## config.mk

```make
export PLATFORM = sky130hd
export DESIGN_NAME = cm3_stream_acc_if
export DESIGN_NICKNAME = d
export VERILOG_FILES = /design/src/rtl/cm3_stream_acc_if.sv
export SDC_FILE = /design/constraint.sdc
export NUM_CORES = 1
export LEC_CHECK = 0
export CORE_AREA = 3 3 326 328
export DETAILED_ROUTE_END_ITERATION = 6
export DIE_AREA = 0 0 329 331
export HOLD_SLACK_MARGIN = 0.08
export PLACE_DENSITY = 0.6
export REMOVE_ABC_BUFFERS = 1
export SLEW_MARGIN = 40
export SYNTH_ARGS = -nofsm -noshare
export SYNTH_HDL_FRONTEND = slang
export SYNTH_SLANG_ARGS = --single-unit
```

## constraint.sdc

```tcl
create_clock -name hclk -period 5.5 [get_ports hclk]
set_input_delay 0.55 -clock hclk [delete_from_list [all_inputs] [get_ports hclk]]
set_output_delay 0.55 -clock hclk [all_outputs]
set_load 0.05 [all_outputs]
```

## src/rtl/cm3_stream_acc_if.sv

```systemverilog
// cm3_stream_acc_if - AHB-Lite slave front end for valid/ready streaming cores.
//
// An input FIFO (bus -> core) and an output FIFO (core -> bus) sit between
// the bus and the core. Output words are counted per frame. A level
// interrupt fires on frame completion or on a bus-side FIFO error.
//
// Optional feature macro: CM3_STREAM_ACC_THRESH_EN adds the following.
//   - THRESH register at 0x18.
//   - STATUS[6] THR, an output-level threshold flag.
//   - CTRL[8] IE_THR, its interrupt enable.
//
// Ports:
//   hclk, rst_n          clock, asynchronous active-low reset
//   hready_i, hsel,      AHB-Lite address-phase controls
//   hwrite, htrans,
//   haddr
//   hwdata               write data (data phase)
//   hresp, hready_o      tied OKAY / zero wait states
//   hrdata               read data (data phase)
//   int_o                registered level interrupt
//   acc_data_out, acc_valid_out, acc_ready_in
//                        input-FIFO head to the core
//   acc_data_in, acc_valid_in, acc_ready_out
//                        core results into the output FIFO
//   acc_mode             CTRL.MODE forwarded to the core
module cm3_stream_acc_if #(
  parameter int DW        = 32,
  parameter int IN_DEPTH  = 16,
  parameter int OUT_DEPTH = 16,
  parameter int FRAME_W   = 10
) (
  input  logic          hclk,
  input  logic          rst_n,
  input  logic          hready_i,
  input  logic          hsel,
  input  logic          hwrite,
  input  logic [1:0]    htrans,
  input  logic [15:0]   haddr,
  input  logic [31:0]   hwdata,
  output logic          hresp,
  output logic          hready_o,
  output logic [31:0]   hrdata,
  output logic          int_o,
  output logic [DW-1:0] acc_data_out,
  output logic          acc_valid_out,
  input  logic          acc_ready_in,
  input  logic [DW-1:0] acc_data_in,
  input  logic          acc_valid_in,
  output logic          acc_ready_out,
  output logic [3:0]    acc_mode
);

  localparam int IAW = $clog2(IN_DEPTH);
  localparam int OAW = $clog2(OUT_DEPTH);

  typedef enum logic [2:0] {
    A_CTRL   = 3'd0,
    A_STATUS = 3'd1,
    A_FLEN   = 3'd2,
    A_IN     = 3'd3,
    A_OUT    = 3'd4,
    A_CNT    = 3'd5,
    A_THR    = 3'd6
  } addr_e;

  assign hresp    = 1'b0;
  assign hready_o = 1'b1;

  // Address bits outside the decode field are intentionally ignored.
  logic unused_addr;
  assign unused_addr = ^{haddr[15:5], haddr[1:0]};

  // ---------------- bus pipeline ----------------
  logic  dp_valid_q, dp_write_q;
  addr_e dp_addr_q;

  always_ff @(posedge hclk or negedge rst_n) begin
    if (!rst_n) begin
      // NOTE: sequential state uses non-blocking assignment so every flop
      // samples pre-edge values regardless of statement order.
      dp_valid_q <= 1'b0;
      dp_write_q <= 1'b0;
      dp_addr_q  <= A_CTRL;
    end else begin
      dp_valid_q <= hsel & hready_i & htrans[1];
      dp_write_q <= hwrite;
      dp_addr_q  <= addr_e'(haddr[4:2]);
    end
  end

  logic wr_en, rd_en;
  assign wr_en = dp_valid_q & dp_write_q;
  assign rd_en = dp_valid_q & ~dp_write_q;

  logic wr_ctrl, wr_status, wr_flen, wr_in, rd_out;
  assign wr_ctrl   = wr_en && (dp_addr_q == A_CTRL);
  assign wr_status = wr_en && (dp_addr_q == A_STATUS);
  assign wr_flen   = wr_en && (dp_addr_q == A_FLEN);
  assign wr_in     = wr_en && (dp_addr_q == A_IN);
  assign rd_out    = rd_en && (dp_addr_q == A_OUT);

  logic clr;
  assign clr = wr_ctrl & hwdata[3];

  // ---------------- registers ----------------
  logic               en_q, ie_done_q, ie_err_q;
  logic [3:0]         mode_q;
  logic [FRAME_W-1:0] frame_len_q, out_cnt_q, out_cnt_d;
  logic               done_q, done_d, err_q, err_d, int_q;
  logic               done_set, err_set, thr, ie_thr;

  // ---------------- FIFOs ----------------
  logic [DW-1:0] in_mem  [IN_DEPTH];
  logic [DW-1:0] out_mem [OUT_DEPTH];
  logic [IAW:0]  in_wp_q, in_rp_q, in_level;
  logic [OAW:0]  out_wp_q, out_rp_q, out_level;
  logic          in_full, in_empty, out_full, out_empty;
  logic          in_push, in_pop, out_push, out_pop;

  assign in_level  = in_wp_q - in_rp_q;
  assign out_level = out_wp_q - out_rp_q;
  assign in_empty  = (in_level == '0);
  assign out_empty = (out_level == '0);
  assign in_full   = (in_level == (IAW+1)'(IN_DEPTH));
  assign out_full  = (out_level == (OAW+1)'(OUT_DEPTH));

  assign acc_valid_out = en_q & ~in_empty;
  assign acc_ready_out = en_q & ~out_full;
  assign acc_data_out  = in_empty ? '0 : in_mem[in_rp_q[IAW-1:0]];
  assign acc_mode      = mode_q;

  assign in_push  = wr_in & ~in_full;
  assign in_pop   = acc_valid_out & acc_ready_in;
  assign out_push = acc_valid_in & acc_ready_out;
  assign out_pop  = rd_out & ~out_empty;
  assign err_set  = (wr_in & in_full) | (rd_out & out_empty);

  // NOTE: storage arrays have no reset; pointers alone define contents and
  // the empty FIFO head is masked to 0, so unreset data is never observed.
  always_ff @(posedge hclk) begin
    if (in_push)  in_mem[in_wp_q[IAW-1:0]]   <= hwdata[DW-1:0];
    if (out_push) out_mem[out_wp_q[OAW-1:0]] <= acc_data_in;
  end

  // CLR wins over any same-cycle pointer movement.
  always_ff @(posedge hclk or negedge rst_n) begin
    if (!rst_n) begin
      in_wp_q  <= '0;
      in_rp_q  <= '0;
      out_wp_q <= '0;
      out_rp_q <= '0;
    end else if (clr) begin
      in_wp_q  <= '0;
      in_rp_q  <= '0;
      out_wp_q <= '0;
      out_rp_q <= '0;
    end else begin
      in_wp_q  <= in_wp_q + (IAW+1)'(in_push);
      in_rp_q  <= in_rp_q + (IAW+1)'(in_pop);
      out_wp_q <= out_wp_q + (OAW+1)'(out_push);
      out_rp_q <= out_rp_q + (OAW+1)'(out_pop);
    end
  end

`ifdef CM3_STREAM_ACC_THRESH_EN
  logic [7:0] thresh_q;
  logic       ie_thr_q;
  assign ie_thr = ie_thr_q;
  // Non-sticky: follows the live output level.
  assign thr    = (thresh_q != 8'd0) && (8'(out_level) >= thresh_q);

  always_ff @(posedge hclk or negedge rst_n) begin
    if (!rst_n) begin
      thresh_q <= '0;
      ie_thr_q <= 1'b0;
    end else begin
      if (wr_en && (dp_addr_q == A_THR)) thresh_q <= hwdata[7:0];
      if (wr_ctrl)                       ie_thr_q <= hwdata[8];
    end
  end
`else
  assign ie_thr = 1'b0;
  assign thr    = 1'b0;
`endif

  // Frame counter, sticky flags. A hardware set beats a same-cycle W1C.
  always_comb begin
    // NOTE: every combinational output gets a default first so no path
    // leaves it unassigned and no latch is inferred.
    out_cnt_d = out_cnt_q;
    done_set  = 1'b0;
    if (clr) begin
      out_cnt_d = '0;
    end else if (out_push) begin
      if ((frame_len_q != '0) && (out_cnt_q + 1'b1 == frame_len_q)) begin
        out_cnt_d = '0;
        done_set  = 1'b1;
      end else begin
        out_cnt_d = out_cnt_q + 1'b1;
      end
    end
    done_d = done_q;
    err_d  = err_q;
    if (wr_status && hwdata[4]) done_d = 1'b0;
    if (wr_status && hwdata[5]) err_d  = 1'b0;
    if (done_set) done_d = 1'b1;
    if (err_set)  err_d  = 1'b1;
  end

  always_ff @(posedge hclk or negedge rst_n) begin
    if (!rst_n) begin
      en_q        <= 1'b0;
      ie_done_q   <= 1'b0;
      ie_err_q    <= 1'b0;
      mode_q      <= '0;
      frame_len_q <= '0;
      out_cnt_q   <= '0;
      done_q      <= 1'b0;
      err_q       <= 1'b0;
      int_q       <= 1'b0;
    end else begin
      if (wr_ctrl) begin
        en_q      <= hwdata[0];
        ie_done_q <= hwdata[1];
        ie_err_q  <= hwdata[2];
        mode_q    <= hwdata[7:4];
      end
      if (wr_flen) frame_len_q <= hwdata[FRAME_W-1:0];
      out_cnt_q <= out_cnt_d;
      done_q    <= done_d;
      err_q     <= err_d;
      int_q     <= (done_q & ie_done_q) | (err_q & ie_err_q) | (thr & ie_thr);
    end
  end

  assign int_o = int_q;

  // ---------------- read mux (data phase, combinational) ----------------
  always_comb begin
    hrdata = '0;
    if (rd_en) begin
      unique case (dp_addr_q)
        A_CTRL:   hrdata = {23'd0, ie_thr, mode_q, 1'b0, ie_err_q, ie_done_q, en_q};
        A_STATUS: hrdata = {8'd0, 8'(out_level), 8'(in_level), 1'b0, thr, err_q,
                            done_q, out_empty, out_full, in_empty, in_full};
        A_FLEN:   hrdata = 32'(frame_len_q);
        A_OUT:    hrdata = out_empty ? '0 : 32'(out_mem[out_rp_q[OAW-1:0]]);
        A_CNT:    hrdata = 32'(out_cnt_q);
`ifdef CM3_STREAM_ACC_THRESH_EN
        A_THR:    hrdata = 32'(thresh_q);
`endif
        default:  hrdata = '0;
      endcase
    end
  end

endmodule
```

==> results.yml, run 1 <==
status:
  status: "completed"
placed_design:
  hpwl_um: 53300
  dpl_worst_slack_ns: 0.928
  placed_cell_area_um2: 46200
  gp_congestion: 0.850
  io_buffers: 145
sta:
  fin_crit_sh_pct: 95.9
  rsz0062_at_grt: "false"
  finClkSkew_ns: 0.0282
  relSlewSlack_pct: 45.0
  tightestPinTransition_ns: 0.823
  finalSetupTns_ns: 0
  layout_setup_ws_ns: 0.227
  setup_viol: 0
  fmax_ghz: 0.190
  drv_slew: 0
  whs_ns: 0.312
  fin_crit_ns: 5.27
  finalHoldViolCount: 0
yosys:
  netlist_area_um2: 42500
  async_flop_share_pct: 5.10
  syn_avg_cell_area_um2: 21.6
  synth-seq-cells: 1079
  synth_warnings: 0
  synth_cell_types: 59
  seq_area_frac_synth_pct: 75.7
  synth_edf_count: 1024
  yosys_most_used_dff: "edfxtp_1"
  netlist_instances: 1962
die:
  initial_core_util_pct: 41.0
  ios: 162
  die_height_um: 331
  rows: 118
  die_area_um2: 109000
  die_w_um: 329
  core_um2: 103000
global_routing:
  grt_util_all_layers_pct: 18.3
  grt_pass1_wl_um: 145000
  grt_overflow: 0
  antenna_found_initial: 6
  grt_max_degree: 132
  grt_pass1_vias: 21252
critical_path:
  critPathArrivalTime_ns: 4.72
  r2r-end: "out_mem[13][11]"
  crit_path_max_fanout: 35
  rr_startpoint: "out_rp_q[1]"
  worstPathRequired_ns: 4.95
  crit_start: "out_rp_q[1]"
  cp-end-kind: "primary output"
  crit_path_end: "hrdata[11]"
  r2r_slack_ns: 1.10
  worstRegToRegCells: 10
  cp-start-kind: "flop"
  criticalPathCategory: "flop to primary output"
routing:
  wirelength_um: 98100
  dr_total_vias: 20227
  firstDrtPassIters: 5
  postRouteAntennaNets: 0
  drc: 0
  post_drt_wl_per_cell_um: 26.9
  drt_iter0_drc: 2098
  vias_per_cell: 5.55
layout:
  layout_common_cells: "edfxtp_1, mux4_2, clkdlybuf4s50_1"
  nets: 2281
  area_growth_pct: 17.1
  mostFrequentLayoutCell: "edfxtp_1"
  design_area_um2: 49700
  n_fill_cell: 8381
  drive_gt1_share_pct: 26.3
worst_hold_path:
  hp-class: "input pin to flop"
  hp-start: "hwdata[5]"
  holdPathStages: 3
clocking:
  cts-root-buf: "clkbuf_16"
  clock_latency_ns: 0.69
  clock-sinks: 1079
  cts_buffers: 107
  cts_tree: "done"
  cts_max_path_buffers: 3
  cts_setup_buffers: 0
  htree_levels: 3
  clkTransAtPathRegs_ns: 0.06
power:
  power_leakage_nw: 15.6
  p_per_area_nw_per_um2: 464
  fin_total_pwr_mw: 23.1
  peakVddDrop_v: 0.000408
run:
  cap_violations: 0
-- registers in the layout, indices dropped and copies added, names as in the netlist, 3 cells and up --
name / flops
out_rp_q: 5
out_wp_q: 5
in_mem: 512
out_mem: 512
dp_addr_q: 3
in_rp_q: 5
out_cnt_q: 10
frame_len_q: 10
in_wp_q: 5
acc_mode: 4
-- Yosys cell counts (3+ instances only) --
library cell | instances | area [µm²]
edfxtp_1 | 1024 | 30700
mux4_2 | 315 | 7090
nor2_1 | 77 | 289
nand2_1 | 66 | 248
dfrtp_1 | 55 | 1380
nor2b_1 | 54 | 338
clkbuf_1 | 47 | 176
buf_2 | 37 | 185
nand3_1 | 28 | 140
a21oi_1 | 20 | 100
nor3_1 | 20 | 100
inv_1 | 19 | 71.3
ha_1 | 17 | 213
xnor2_1 | 15 | 131
o21ai_0 | 14 | 70.1
buf_1 | 13 | 48.8
xor2_1 | 13 | 114
and2_1 | 12 | 75.1
mux2_2 | 11 | 124
mux2i_1 | 10 | 100
a22oi_1 | 9 | 67.6
and3_1 | 7 | 43.8
a221oi_1 | 6 | 52.6
nand2b_1 | 6 | 37.5
nand4_1 | 6 | 37.5
o22ai_1 | 5 | 31.3
a31oi_1 | 4 | 25.0
buf_4 | 4 | 30.0
nand3b_1 | 4 | 30.0
or3_1 | 4 | 25.0
a21o_1 | 3 | 22.5
inv_2 | 3 | 11.3
-- worst max-delay path, cell delays in order (launching register included) --
cell	delay, ns
dfrtp_4	0.82
inv_1	0.30
ha_1	0.36
nand3b_1	0.07
nand2_1	0.11
mux2_2	0.43
a21oi_4	0.53
a22oi_1	0.14
nor2_1	0.39
clkdlybuf4s50_1	0.90
-- timing repair --
item,in CTS,in global routing
resized for setup,0,2
hold endpoints to repair,55,0
hold buffers,1,0
setup endpoints to repair,0,2
-- routing by layer --
layer | global-route usage (%) | vias to the layer above | wire length, µm
met2 | 30.1 | 677 | 48600
met4 | 4.73 | 4 | 2240
li1 | - | 8573 | -
met3 | 3.97 | 146 | 7220
met1 | 25.1 | 10827 | 40000
met5 | 0 | - | 23
-- logic make-up after synthesis --
| kind of cell | synth area share [%] |
|---|---|
| simple gates | 3.43 |
| mux | 17.2 |
| xor+xnor | 0.578 |
| flops | 75.7 |
| buf+inv | 1.27 |
| fa+ha+maj | 0.595 |
| other cells | 0.0177 |
| compound gates | 1.22 |
-- final cells by class --
cell class | count | area [µm²] | share of cell area [%]
Inverter | 23 | 88.8 | 0.179
Multi-Input combinational cell | 758 | 10000 | 20.2
Antenna cell | 2 | 5.00 | 0.0101
Clock inverter | 46 | 434 | 0.873
Tap cell | 1380 | 1730 | 3.47
Clock buffer | 153 | 3010 | 6.06
Sequential cell | 1079 | 32100 | 64.7
Timing Repair Buffer | 204 | 2280 | 4.59
-- worst min path at each step --
stage	endpoint	slack, ns
floorplan	acc_mode[0]	0.25
global placement	ie_done_q	0.52
detailed placement	ie_done_q	0.53
CTS	dp_write_q	0.28
global route	acc_mode[1]	0.30
finish	acc_mode[1]	0.31
-- stage by stage --
step                      utilization, %  std cells
after floorplan                        -       1860
after global placement              44.5       3438
after detailed placement            44.6       3441
after CTS                           48.0       3641
after global routing                48.0       3644
final                               48.0       3645
-- report_power, final --
group          total, mW  internal, mW  leakage [nW]  switching (mW)
Sequential          9.69          9.45          9.88           0.238
Clock               7.06          4.06          1.67            3.00
Combinational       6.34          2.84          4.06            3.50
Power figures use the tool's default switching activity.
==> inputs of run 2 (changes only) <==
- CORE_AREA: 3 3 326 328 -> 8 8 331 333
- DIE_AREA: 0 0 329 331 -> 0 0 339 341
==> run 2 against run 1 <==
Net effect: clock power rose by 3.3%; worst setup slack improved by 0.13 ns; count of clock-buffer cells in the layout fell by 21; fmax rose by 2.5%; sequential share of layout area fell by 0.078 points; hold slack improved by 0.18 ns; global-route usage fell by 1.3 points; critical path depth rose by 1; first-iteration DRC count fell by 4.9%; core utilization fell by 0.35 points; final cell count rose by 0.19%; critical endpoint is now hrdata[2].
==> results.yml, run 2 (synthesized netlist as in run 1, its figures left out) <==
status:
  status: "completed"
critical_path:
  worstPathRequired_ns: 4.95
  cp-end-kind: "primary output"
  crit_path_max_fanout: 8
  cp-start-kind: "flop"
  criticalPathCategory: "flop to primary output"
  critPathArrivalTime_ns: 4.59
die:
  die_area_um2: 116000
  rows: 119
  core_um2: 104000
  die_height_um: 341
  die_w_um: 339
  ios: 162
  initial_core_util_pct: 40.7
layout:
  nets: 2277
  multi_input_area_um2: 10000
  mostFrequentLayoutCell: "edfxtp_1"
  register_area_um2: 32100
  area_growth_pct: 17.2
  n_fill_cell: 8463
  layout_common_cells: "edfxtp_1, mux4_2, clkdlybuf4s50_1"
  drive_gt1_share_pct: 26.4
  fin_util_pct: 47.7
  design_area_um2: 49800
clocking:
  cts_max_path_buffers: 3
  cts-root-buf: "clkbuf_16"
  clock_latency_ns: 0.67
  clkTransAtPathRegs_ns: 0.07
  cts_tree: "done"
  clock-sinks: 1079
  htree_levels: 3
  cts_buffers: 105
global_routing:
  grt_overflow: 0
  grt_max_degree: 132
  grt_pass1_wl_um: 146000
  grt_util_all_layers_pct: 17.1
  grt_pass1_vias: 21229
  antenna_found_initial: 8
power:
  fin_total_pwr_mw: 23.3
  power_leakage_nw: 15.6
  peakVddDrop_v: 0.000570
  p_per_area_nw_per_um2: 468
sta:
  rsz0062_at_grt: "false"
  relSlewSlack_pct: 44.3
  fin_crit_sh_pct: 93.5
  tightestPinTransition_ns: 0.835
  setup_viol: 0
  finClkSkew_ns: 0.0188
  layout_setup_ws_ns: 0.358
  finalHoldViolCount: 0
  fin_crit_ns: 5.14
  finalSetupTns_ns: 0
  fmax_ghz: 0.194
  drv_slew: 0
placed_design:
  dpl_worst_slack_ns: 0.838
  io_buffers: 145
  placed_cell_area_um2: 46100
  gp_congestion: 0.815
  hpwl_um: 54300
routing:
  wirelength_um: 100000
  postRouteAntennaNets: 0
  dr_total_vias: 20335
  drt_iter0_drc: 1995
  vias_per_cell: 5.57
  post_drt_wl_per_cell_um: 27.4
  drc: 0
  firstDrtPassIters: 5
worst_hold_path:
  hp-class: "input pin to async pin"
run:
  cap_violations: 0
-- run 2: cell types whose count changed in the layout (fill, tap and decap cells not counted), moves of 3 or more --
cell	change
clkbuf_1	-9
clkbuf_16	-4
clkbuf_8	-8
bufinv_16	+10
clkinv_2	+8
buf_4	-3
-- run 2: routing by layer --
layer | track usage [%] | wire [µm] | vias to the layer above
met5 | 0 | 24 | -
met2 | 28.5 | 49400 | 711
li1 | - | - | 8565
met4 | 3.46 | 1840 | 4
met3 | 4.40 | 7490 | 131
met1 | 22.7 | 41400 | 10924
-- run 2: per-stage QoR --
| step | instances | hold slack, ns |
|---|---|---|
| after global routing | 3649 | 0.462 |
| after detailed placement | 3448 | 0.514 |
| final | 3652 | 0.496 |
| after floorplan | 1860 | 0.254 |
| after global placement | 3447 | 0.500 |
| after CTS | 3645 | 0.449 |
-- run 2: final timing paths --
check,from,cells after the start,slack [ns],endpoint
min in group hclk,haddr[4],1,0.50,dp_addr_q[2]
min,rst_n,3,0.50,frame_len_q[7]
max in group asynchronous,rst_n,3,4.50,in_rp_q[0]
max,out_wp_q[0],10,0.36,hrdata[2]
min reg2reg,ie_done_q,2,0.54,ie_done_q
max reg2reg,in_rp_q[0],9,1.15,in_mem[11][9]
-- run 2: worst max-delay path, stage by stage, from the launching register on --
cell and delay (ns):
dfrtp_1 0.54, inv_1 0.11, ha_1 0.24, fa_1 0.41, nand2b_1 0.16, a21oi_1 0.32
xor2_1 0.41, nor2_1 0.17, a221oi_1 0.53, a21oi_1 0.25, clkdlybuf4s50_1 0.77
-- run 2: cell type report --
| cell class | instances | area share, % |
|---|---|---|
| Clock buffer | 132 | 5.56 |
| Multi-Input combinational cell | 758 | 20.1 |
| Clock inverter | 64 | 1.49 |
| Sequential cell | 1079 | 64.6 |
| Tap cell | 1391 | 3.50 |
| Antenna cell | 3 | 0.0151 |
| Inverter | 23 | 0.178 |
| Timing Repair Buffer | 202 | 4.53 |
-- run 2: what timing repair did --
item                                    CTS  global route
hold buffers                              1             0
buffers inserted                          0             2
gates resized for setup                   0             1
endpoints found under the hold margin    53             0
endpoints found under the setup margin    0             7
-- run 2: where the power goes --
group          switching, mW  total (mW)  internal, mW
logic                   3.46        6.27          2.81
registers              0.284        9.74          9.45
clock network           3.01        7.29          4.28
